`src/rtl/mont_mult_seq_ctrl.sv`:
```
// Sequential Montgomery multiplier: out = a*b*2^-k mod n, one bit of a per clock.
// Optional operand checking is compiled in with `define MONT_MULT_ERR_CHECK_EN.
module mont_mult_seq_ctrl #(
  parameter int DATA_WIDTH = 8
) (
  input  logic                  clk,
  input  logic                  reset,
  input  logic                  start_valid,
  output logic                  start_ready,
  input  logic [DATA_WIDTH-1:0] a,
  input  logic [DATA_WIDTH-1:0] b,
  input  logic [DATA_WIDTH-1:0] modulant,
  input  logic [DATA_WIDTH-1:0] bit_length,
  output logic                  out_valid,
  input  logic                  out_ready,
  output logic [DATA_WIDTH-1:0] out,
  output logic                  busy,
  output logic                  err
);

  localparam int ACC_W = DATA_WIDTH + 2;
  localparam int CNT_W = $clog2(DATA_WIDTH + 1);

  localparam logic [1:0] S_IDLE  = 2'd0;
  localparam logic [1:0] S_ITER  = 2'd1;
  localparam logic [1:0] S_FINAL = 2'd2;
  localparam logic [1:0] S_DONE  = 2'd3;

  logic [1:0]            state;
  logic [DATA_WIDTH-1:0] a_q;
  logic [DATA_WIDTH-1:0] b_q;
  logic [DATA_WIDTH-1:0] n_q;
  logic [CNT_W-1:0]      k_q;
  logic [CNT_W-1:0]      cnt;
  logic [ACC_W-1:0]      acc;
  logic [DATA_WIDTH-1:0] out_q;
  logic                  out_valid_q;

  logic [CNT_W-1:0]      k_clamped;
  logic [ACC_W-1:0]      sum_add;
  logic [ACC_W-1:0]      sum_red;
  logic [ACC_W-1:0]      acc_next;
  logic [ACC_W-1:0]      n_ext;
  logic [ACC_W-1:0]      final_full;
  logic                  last_iter;
  logic                  req_bad;

  // Iteration counts beyond the operand width are meaningless; clamp them.
  // NOTE: every always_comb output gets a default first so no latch is inferred.
  always_comb begin
    k_clamped = bit_length[CNT_W-1:0];
    if (bit_length > DATA_WIDTH'(DATA_WIDTH)) k_clamped = CNT_W'(DATA_WIDTH);
  end

  // Interleaved reduction step: acc < 2n keeps the sum inside ACC_W bits.
  always_comb begin
    n_ext    = {2'b00, n_q};
    sum_add  = acc + (a_q[cnt] ? {2'b00, b_q} : '0);
    sum_red  = sum_add[0] ? sum_add + n_ext : sum_add;
    acc_next = sum_red >> 1;
    final_full = (acc >= n_ext) ? acc - n_ext : acc;
    last_iter  = (cnt == k_q - CNT_W'(1));
  end

`ifdef MONT_MULT_ERR_CHECK_EN
  logic err_q;

  assign req_bad = (modulant == '0) | ~modulant[0] | (a >= modulant) | (b >= modulant);

  always_ff @(posedge clk or posedge reset) begin
    if (reset) begin
      err_q <= 1'b0;
    end else if (state == S_IDLE && start_valid) begin
      err_q <= req_bad;
    end else if (state == S_DONE && out_ready) begin
      err_q <= 1'b0;
    end
  end

  assign err = err_q;
`else
  assign req_bad = 1'b0;
  assign err     = 1'b0;
`endif

  // NOTE: sequential state uses non-blocking assignments so every register
  // samples the pre-edge values regardless of statement order.
  always_ff @(posedge clk or posedge reset) begin
    if (reset) begin
      state       <= S_IDLE;
      a_q         <= '0;
      b_q         <= '0;
      n_q         <= '0;
      k_q         <= '0;
      cnt         <= '0;
      acc         <= '0;
      out_q       <= '0;
      out_valid_q <= 1'b0;
    end else begin
      case (state)
        S_IDLE: begin
          if (start_valid) begin
            a_q <= a;
            b_q <= b;
            n_q <= modulant;
            k_q <= k_clamped;
            cnt <= '0;
            acc <= '0;
            if (req_bad) begin
              out_q       <= '0;
              out_valid_q <= 1'b1;
              state       <= S_DONE;
            end else if (k_clamped == '0) begin
              state <= S_FINAL;
            end else begin
              state <= S_ITER;
            end
          end
        end
        S_ITER: begin
          acc <= acc_next;
          cnt <= cnt + CNT_W'(1);
          if (last_iter) state <= S_FINAL;
        end
        S_FINAL: begin
          // The result is below n, so truncating to DATA_WIDTH is lossless.
          out_q       <= final_full[DATA_WIDTH-1:0];
          out_valid_q <= 1'b1;
          state       <= S_DONE;
        end
        default: begin
          if (out_ready) begin
            out_valid_q <= 1'b0;
            state       <= S_IDLE;
          end
        end
      endcase
    end
  end

  assign start_ready = (state == S_IDLE);
  assign busy        = (state == S_ITER) || (state == S_FINAL);
  assign out_valid   = out_valid_q;
  assign out         = out_q;

endmodule

```
`config.mk`:
```
export PLATFORM = sky130hd
export DESIGN_NAME = mont_mult_seq_ctrl
export DESIGN_NICKNAME = d
export VERILOG_FILES = /design/src/rtl/mont_mult_seq_ctrl.sv
export SDC_FILE = /design/constraint.sdc
export NUM_CORES = 1
export LEC_CHECK = 0
export CORE_MARGIN = 2
export CORE_UTILIZATION = 35
export DETAILED_ROUTE_END_ITERATION = 6
export PLACE_DENSITY = 0.51
export SYNTH_ARGS = -nofsm -noshare
export SYNTH_HDL_FRONTEND = slang
export SYNTH_SLANG_ARGS = --single-unit
```
`constraint.sdc`:
```
create_clock -name clk -period 5.47 [get_ports clk]
set_input_delay 0.547 -clock clk [delete_from_list [all_inputs] [get_ports clk]]
set_output_delay 0.547 -clock clk [all_outputs]
set_load 0.01 [all_outputs]
```
==> results of run 1 <==
## metrics by stage
step                      instance area [µm²]  worst slack [ps]  total power (W)   util
after floorplan                          3510              1400          0.00211      -
after global placement                   4100              1140          0.00252  0.421
after detailed placement                 4100               970          0.00254  0.421
after CTS                                4190               932          0.00278  0.430
after global routing                     4190               619          0.00304  0.430
final                                    4190              1020          0.00275  0.430
## report_power, final
group / internal (W) / switching, W / leakage (nW)
Combinational: 0.000868 / 0.000972 / 1.11
Clock: 0.000101 / 0.000125 / 0.0473
Sequential: 0.000548 / 0.000138 / 0.647
Total: 0.00152 / 0.00123 / 1.80
## worst max-delay path by stage
| stage | from | end | slack, ps | cells past startpoint |
|---|---|---|---|---|
| floorplan | cnt[0] | acc[8] | 1400 | 19 |
| global placement | cnt[0] | acc[8] | 1140 | 18 |
| detailed placement | cnt[0] | acc[8] | 970 | 18 |
| CTS | cnt[0] | acc[8] | 930 | 18 |
| global route | cnt[0] | acc[8] | 620 | 18 |
| finish | cnt[0] | acc[8] | 1020 | 18 |
## sequential cells by signal, summed over array words and instances (netlist names)
| name | count |
|---|---|
| cnt | 4 |
| n_q | 8 |
| out | 8 |
| b_q | 8 |
| out_valid | 1 |
| state | 2 |
| acc | 9 |
| a_q | 8 |
| k_q | 4 |
## cell usage after synthesis, types with 5 or more instances
library cell	instances
a21oi_1	14
a22o_1	5
a31oi_1	7
clkbuf_1	7
dfrtp_1	52
ha_1	30
inv_1	23
mux2_2	24
mux2i_1	6
nand2_1	30
nand2b_1	9
nand3_1	6
nand4_1	5
nor2_1	22
nor2b_1	9
nor3_1	5
o211ai_1	7
o21ai_0	18
o21ai_1	10
xnor2_1	16
## layer usage
layer,track usage,share of wire,vias to the layer above,routed length (µm)
met3,0.0175,0.024,6,175
li1,-,-,1379,-
met2,0.221,0.46,35,3360
met5,0,0,-,0
met1,0.193,0.50,1253,3620
met4,0.0347,0.011,0,76
## placed cells by master (no fill, tap or decap), types with 6 or more instances in the layout
cell and instances:
mux2_2 24, clkbuf_8 6, o21ai_1 11, o211ai_1 7, mux2i_1 6, xnor2_1 16
clkdlybuf4s50_1 46, nor2b_1 9, o21ai_0 17, inv_1 22, nand2_1 30, nand2b_1 9
nor2_1 22, dfrtp_1 52, nand3_1 6, ha_1 30, a31oi_1 7, a21oi_1 14
## area by class of cell
class | instances | area share
timing repair buffer | 48 | 0.114
sequential | 52 | 0.311
multi-input combinational | 273 | 0.494
clock buffer | 6 | 0.0197
clock inverter | 1 | 0.00209
inverter | 23 | 0.0206
tap | 133 | 0.0397
## critical path: cells and delay by family, from the launching register on
kind                     cells  cell delay, ps
multiplexers                 2            1060
buffers and inverters        1              70
AO/OA/AOI/OAI                6            1360
flip-flops                   1             510
XOR/XNOR                     1             170
adder cells (fa/ha/maj)      3             800
AND/OR/NAND/NOR              5             410
## cell families after synthesis
logic type | synth area share
simple gates | 0.142
compound gates | 0.168
flops | 0.371
buf+inv | 0.0393
fa+ha+maj | 0.124
mux | 0.107
xor+xnor | 0.0475
other cells | 0.00107
==> impl_metrics.json, run 1 <==
{
  "rows": 36,
  "die_h_um": 104,
  "place.gp.congestion": 0.927,
  "critPathCaptureType": "flop",
  "crit_required_ps": 5710,
  "grt_max_degree": 53,
  "worstSkewPairLatency_ps": 300,
  "dp.cells": 529,
  "cts_buffer_depth": 2,
  "numClockSinks": 52,
  "drt-pass1-iter-count": 4,
  "syn_area_per_cell_um2": 9.74,
  "cts_resized": 0,
  "ant_nets": 0,
  "synth_cell_types": 54,
  "max_freq_mhz": 225,
  "synth_area_um2": 3510,
  "grt-ovfl-total": 0,
  "hp-start": "out[4]",
  "postSynth.asyncResetShare": 1.00,
  "hp-class": "reg -> reg",
  "grt_setup_unrepaired": "no",
  "num_io_pins": 48,
  "drive_gt1_frac": 0.102,
  "cpMostUsedCell": "ha_1",
  "yosysWarnings": 0,
  "cp_cell_sequence": "mux4_2, mux2i_1, nor2b_1, ha_1, inv_1, fa_1, nor2b_4, o31a_1, o21a_1, nor2_1, xnor2_1, ha_1, a21oi_1, nand2_1, o21ai_0, o21bai_1, a311o_1, nand3_2",
  "final_max_slew_viol_count": 0,
  "nets": 472,
  "slowest_delay_ps": 540,
  "place_hpwl_um": 5670,
  "hold_viol": 0,
  "worst_clock_skew_ps": 11.9,
  "outcome": "finished, final reports clean",
  "synth_nets": 429,
  "grt_antenna_before_repair": 0,
  "clk_pin_slew_worst_paths_ps": 100,
  "cp.arrival_ps": 4690,
  "core_area_um2": 9730,
  "cts_hold_buf": 0,
  "via_per_inst": 4.99,
  "h-tree-depth": 2,
  "synth-seq-cells": 52,
  "cp_max_fo": 8,
  "synth-seq-area-share": 0.371,
  "diodes": 0,
  "start_kind": "flop",
  "yosysTopAreaCell": "dfrtp_1",
  "yosys_most_used_dff": "dfrtp_1",
  "worst-setup-path-type": "reg -> reg",
  "finalCriticalPeriod_ps": 4450,
  "rr_worst_depth": 18,
  "ir_drop_uv": 192,
  "drcViolationCount": 0,
  "root_buffer": "clkbuf_8",
  "yosysTopAreaCellShare": 0.371,
  "grt_pass1_vias": 2488,
  "grt.total_usage": 0.137,
  "synthTopCellsByArea": "dfrtp_1 (37%), ha_1 (11%), mux2_2 (7.7%)",
  "setup_viol": 0,
  "io_buffers": 46,
  "r2r_slack_ps": 1020,
  "slew_headroom": 0.348,
  "worstMarginPinSlew_ps": 972,
  "dieWidth_um": 104,
  "reg2reg_to": "acc[8]",
  "wire_per_inst_um": 13.5,
  "vias": 2673,
  "cts_buffers": 5,
  "synth_edf_count": 0,
  "start_util": 0.360,
  "fin_hold_ws_ps": 493,
  "period_share": 0.814,
  "tns_ps": 0,
  "r2r_start": "cnt[0]",
  "die-area_um2": 10800,
  "min_path_cells": 2,
  "finalNonFillerCells": 536,
  "area_growth_pct": 19.5,
  "p_per_area_nw_per_um2": 657,
  "drt_wl_total_um": 7230,
  "regArea_um2": 1300,
  "drt_iter0_markers": 167,
  "cts_tree": "built",
  "synth_cells": 360,
  "fillers": 995,
  "max_cap_violations": 0,
  "multi_input_area_um2": 2070,
  "grt_pass1_wl_um": 12200,
  "critPathSlowestCell": "mux4_2",
  "hold-path-endpoint": "out[4]",
  "postCtsSetupBuffers": 0,
  "p_leak_nw": 1.80
}
No activity file was read; power rests on OpenSTA's default activity.
==> run 2, diff against run 1 <==
--- a/config.mk
+++ b/config.mk
@@ -8,7 +8,7 @@
 export CORE_MARGIN = 2
 export CORE_UTILIZATION = 35
 export DETAILED_ROUTE_END_ITERATION = 6
-export PLACE_DENSITY = 0.51
+export PLACE_DENSITY = 0.53
 export SYNTH_ARGS = -nofsm -noshare
 export SYNTH_HDL_FRONTEND = slang
 export SYNTH_SLANG_ARGS = --single-unit
==> constraint.sdc (replaced) <==
create_clock -name clk -period 3.9 [get_ports clk]
set_input_delay 0.39 -clock clk [delete_from_list [all_inputs] [get_ports clk]]
set_output_delay 0.39 -clock clk [all_outputs]
set_load 0.01 [all_outputs]
==> run 2 against run 1 <==
  * Die area unchanged
  * Sequential power up 40%
  * Sequential share of layout area down 0.80 points
  * Global-route usage up 0.44 points
  * Critical path type unchanged
==> impl_metrics.json, run 2 (synthesized netlist as in run 1, its figures left out) <==
{
  "top_register": "acc",
  "final_cell_mix": "dfrtp_1 (52), clkdlybuf4s50_1 (46), nand2_1 (30)",
  "place_hpwl_um": 5760,
  "io_buffers": 46,
  "numClockSinks": 52,
  "grt_antenna_before_repair": 0,
  "diodes": 0,
  "cts_hold_buf": 0,
  "drive_gt1_frac": 0.146,
  "hp-class": "in -> async",
  "via_per_inst": 4.90,
  "cts_buffer_depth": 2,
  "num_io_pins": 48,
  "grt_setup_unrepaired": "yes",
  "final_max_slew_viol_count": 0,
  "dieWidth_um": 104,
  "worstSkewPairLatency_ps": 300,
  "finalNonFillerCells": 545,
  "fillers": 975,
  "worst_clock_skew_ps": 4.01,
  "start_util": 0.360,
  "p_per_area_nw_per_um2": 945,
  "p_total_w": 0.00406,
  "worstMarginPinSlew_ps": 987,
  "cp_max_fo": 5,
  "worst-setup-path-type": "reg -> reg",
  "final_util": 0.442,
  "max_cap_violations": 0,
  "dp.cells": 534,
  "wire_per_inst_um": 13.5,
  "area_growth_pct": 22.6,
  "cts_buffers": 5,
  "setup_ws_ps": 180,
  "largest_reg_flops": 9,
  "die_h_um": 104,
  "place_ws_ps": -47.0,
  "final_common_cell": "dfrtp_1",
  "p_leak_nw": 1.85,
  "grt.total_usage": 0.141,
  "cp.arrival_ps": 3960,
  "grt_pass1_vias": 2559,
  "placed_cell_area_um2": 4150,
  "core_area_um2": 9730,
  "critPathCaptureType": "flop",
  "drcViolationCount": 0,
  "grt_pass1_wl_um": 12400,
  "vias": 2670,
  "start_kind": "flop",
  "fin_area_um2": 4300,
  "setup_viol": 0,
  "cts_tree": "built",
  "drt_iter0_markers": 121,
  "max_freq_mhz": 269,
  "drt-pass1-iter-count": 4,
  "die-area_um2": 10800,
  "rows": 36,
  "hold_viol": 0,
  "crit_required_ps": 4140,
  "clk_pin_slew_worst_paths_ps": 100,
  "grt-ovfl-total": 0,
  "nets": 480,
  "root_buffer": "clkbuf_8",
  "outcome": "finished, final reports clean",
  "drt_wl_total_um": 7340,
  "grt_max_degree": 33,
  "place.gp.congestion": 0.911,
  "finalCriticalPeriod_ps": 3720,
  "slew_headroom": 0.338,
  "ant_nets": 0,
  "h-tree-depth": 2,
  "ir_drop_uv": 298,
  "period_share": 0.954
}
[run 2: worst paths after layout]
check	startpoint	slack (ps)	cells past startpoint	endpoint
min	reset	470	2	out_valid
min reg2reg	out[4]	490	2	out[4]
max reg2reg	cnt[0]	180	18	acc[8]
max in group asynchronous	reset	2670	3	b_q[4]
min in group clk	out[4]	490	2	out[4]
max	cnt[0]	180	18	acc[8]
[run 2: repair_timing]
action,in CTS,in global routing
pin swaps,0,10
hold endpoints to repair,0,0
setup endpoints to repair,1,4
buffers inserted,2,1
resized for setup,1,11
[run 2: through the flow]
step / TNS [ps] / hold WS, ps
2_1_floorplan: 0 / 470
3_3_place_gp: 0 / 470
3_5_place_dp: -47.0 / 469
4_1_cts: 0 / 486
5_1_grt: -97.9 / 520
6_report: 0 / 465
[run 2: where the power goes]
| part | switching (W) | total (W) | internal (W) |
|---|---|---|---|
| combinational | 0.00144 | 0.00278 | 0.00134 |
| sequential | 0.000188 | 0.000957 | 0.000769 |
| clock | 0.000180 | 0.000325 | 0.000145 |
[run 2: critical path, cell delays in order (launching register included)]
cell      delay [ps]
dfrtp_1          420
mux4_2           540
mux2i_4          230
nor2b_1           80
ha_2             190
inv_2             60
fa_2             230
nor2b_4           40
o31a_1           250
o21a_1           180
nor2_2           140
xnor2_2          100
ha_1             360
a21oi_2          180
nand2_1           80
o21ai_2          130
o21bai_1         110
a311o_1          280
nand3_2           70
[run 2: per-layer routing]
layer,track usage,share of wire,wire length (µm),vias to the layer above
met5,0,0,0,-
met4,0.0502,0.016,118,0
met3,0.0201,0.037,270,7
met2,0.220,0.45,3320,53
met1,0.199,0.49,3630,1225
li1,-,-,-,1385
[run 2: layout make-up]
type	instances	area (µm²)	share of cell area
repair buffers	56	536	0.125
inverters	23	86.3	0.0201
flip-flops and latches	52	1300	0.303
clock inverters	1	7.51	0.00175
multi-input cells	273	2120	0.492
well taps	133	166	0.0387
clock buffers	7	86.3	0.0201
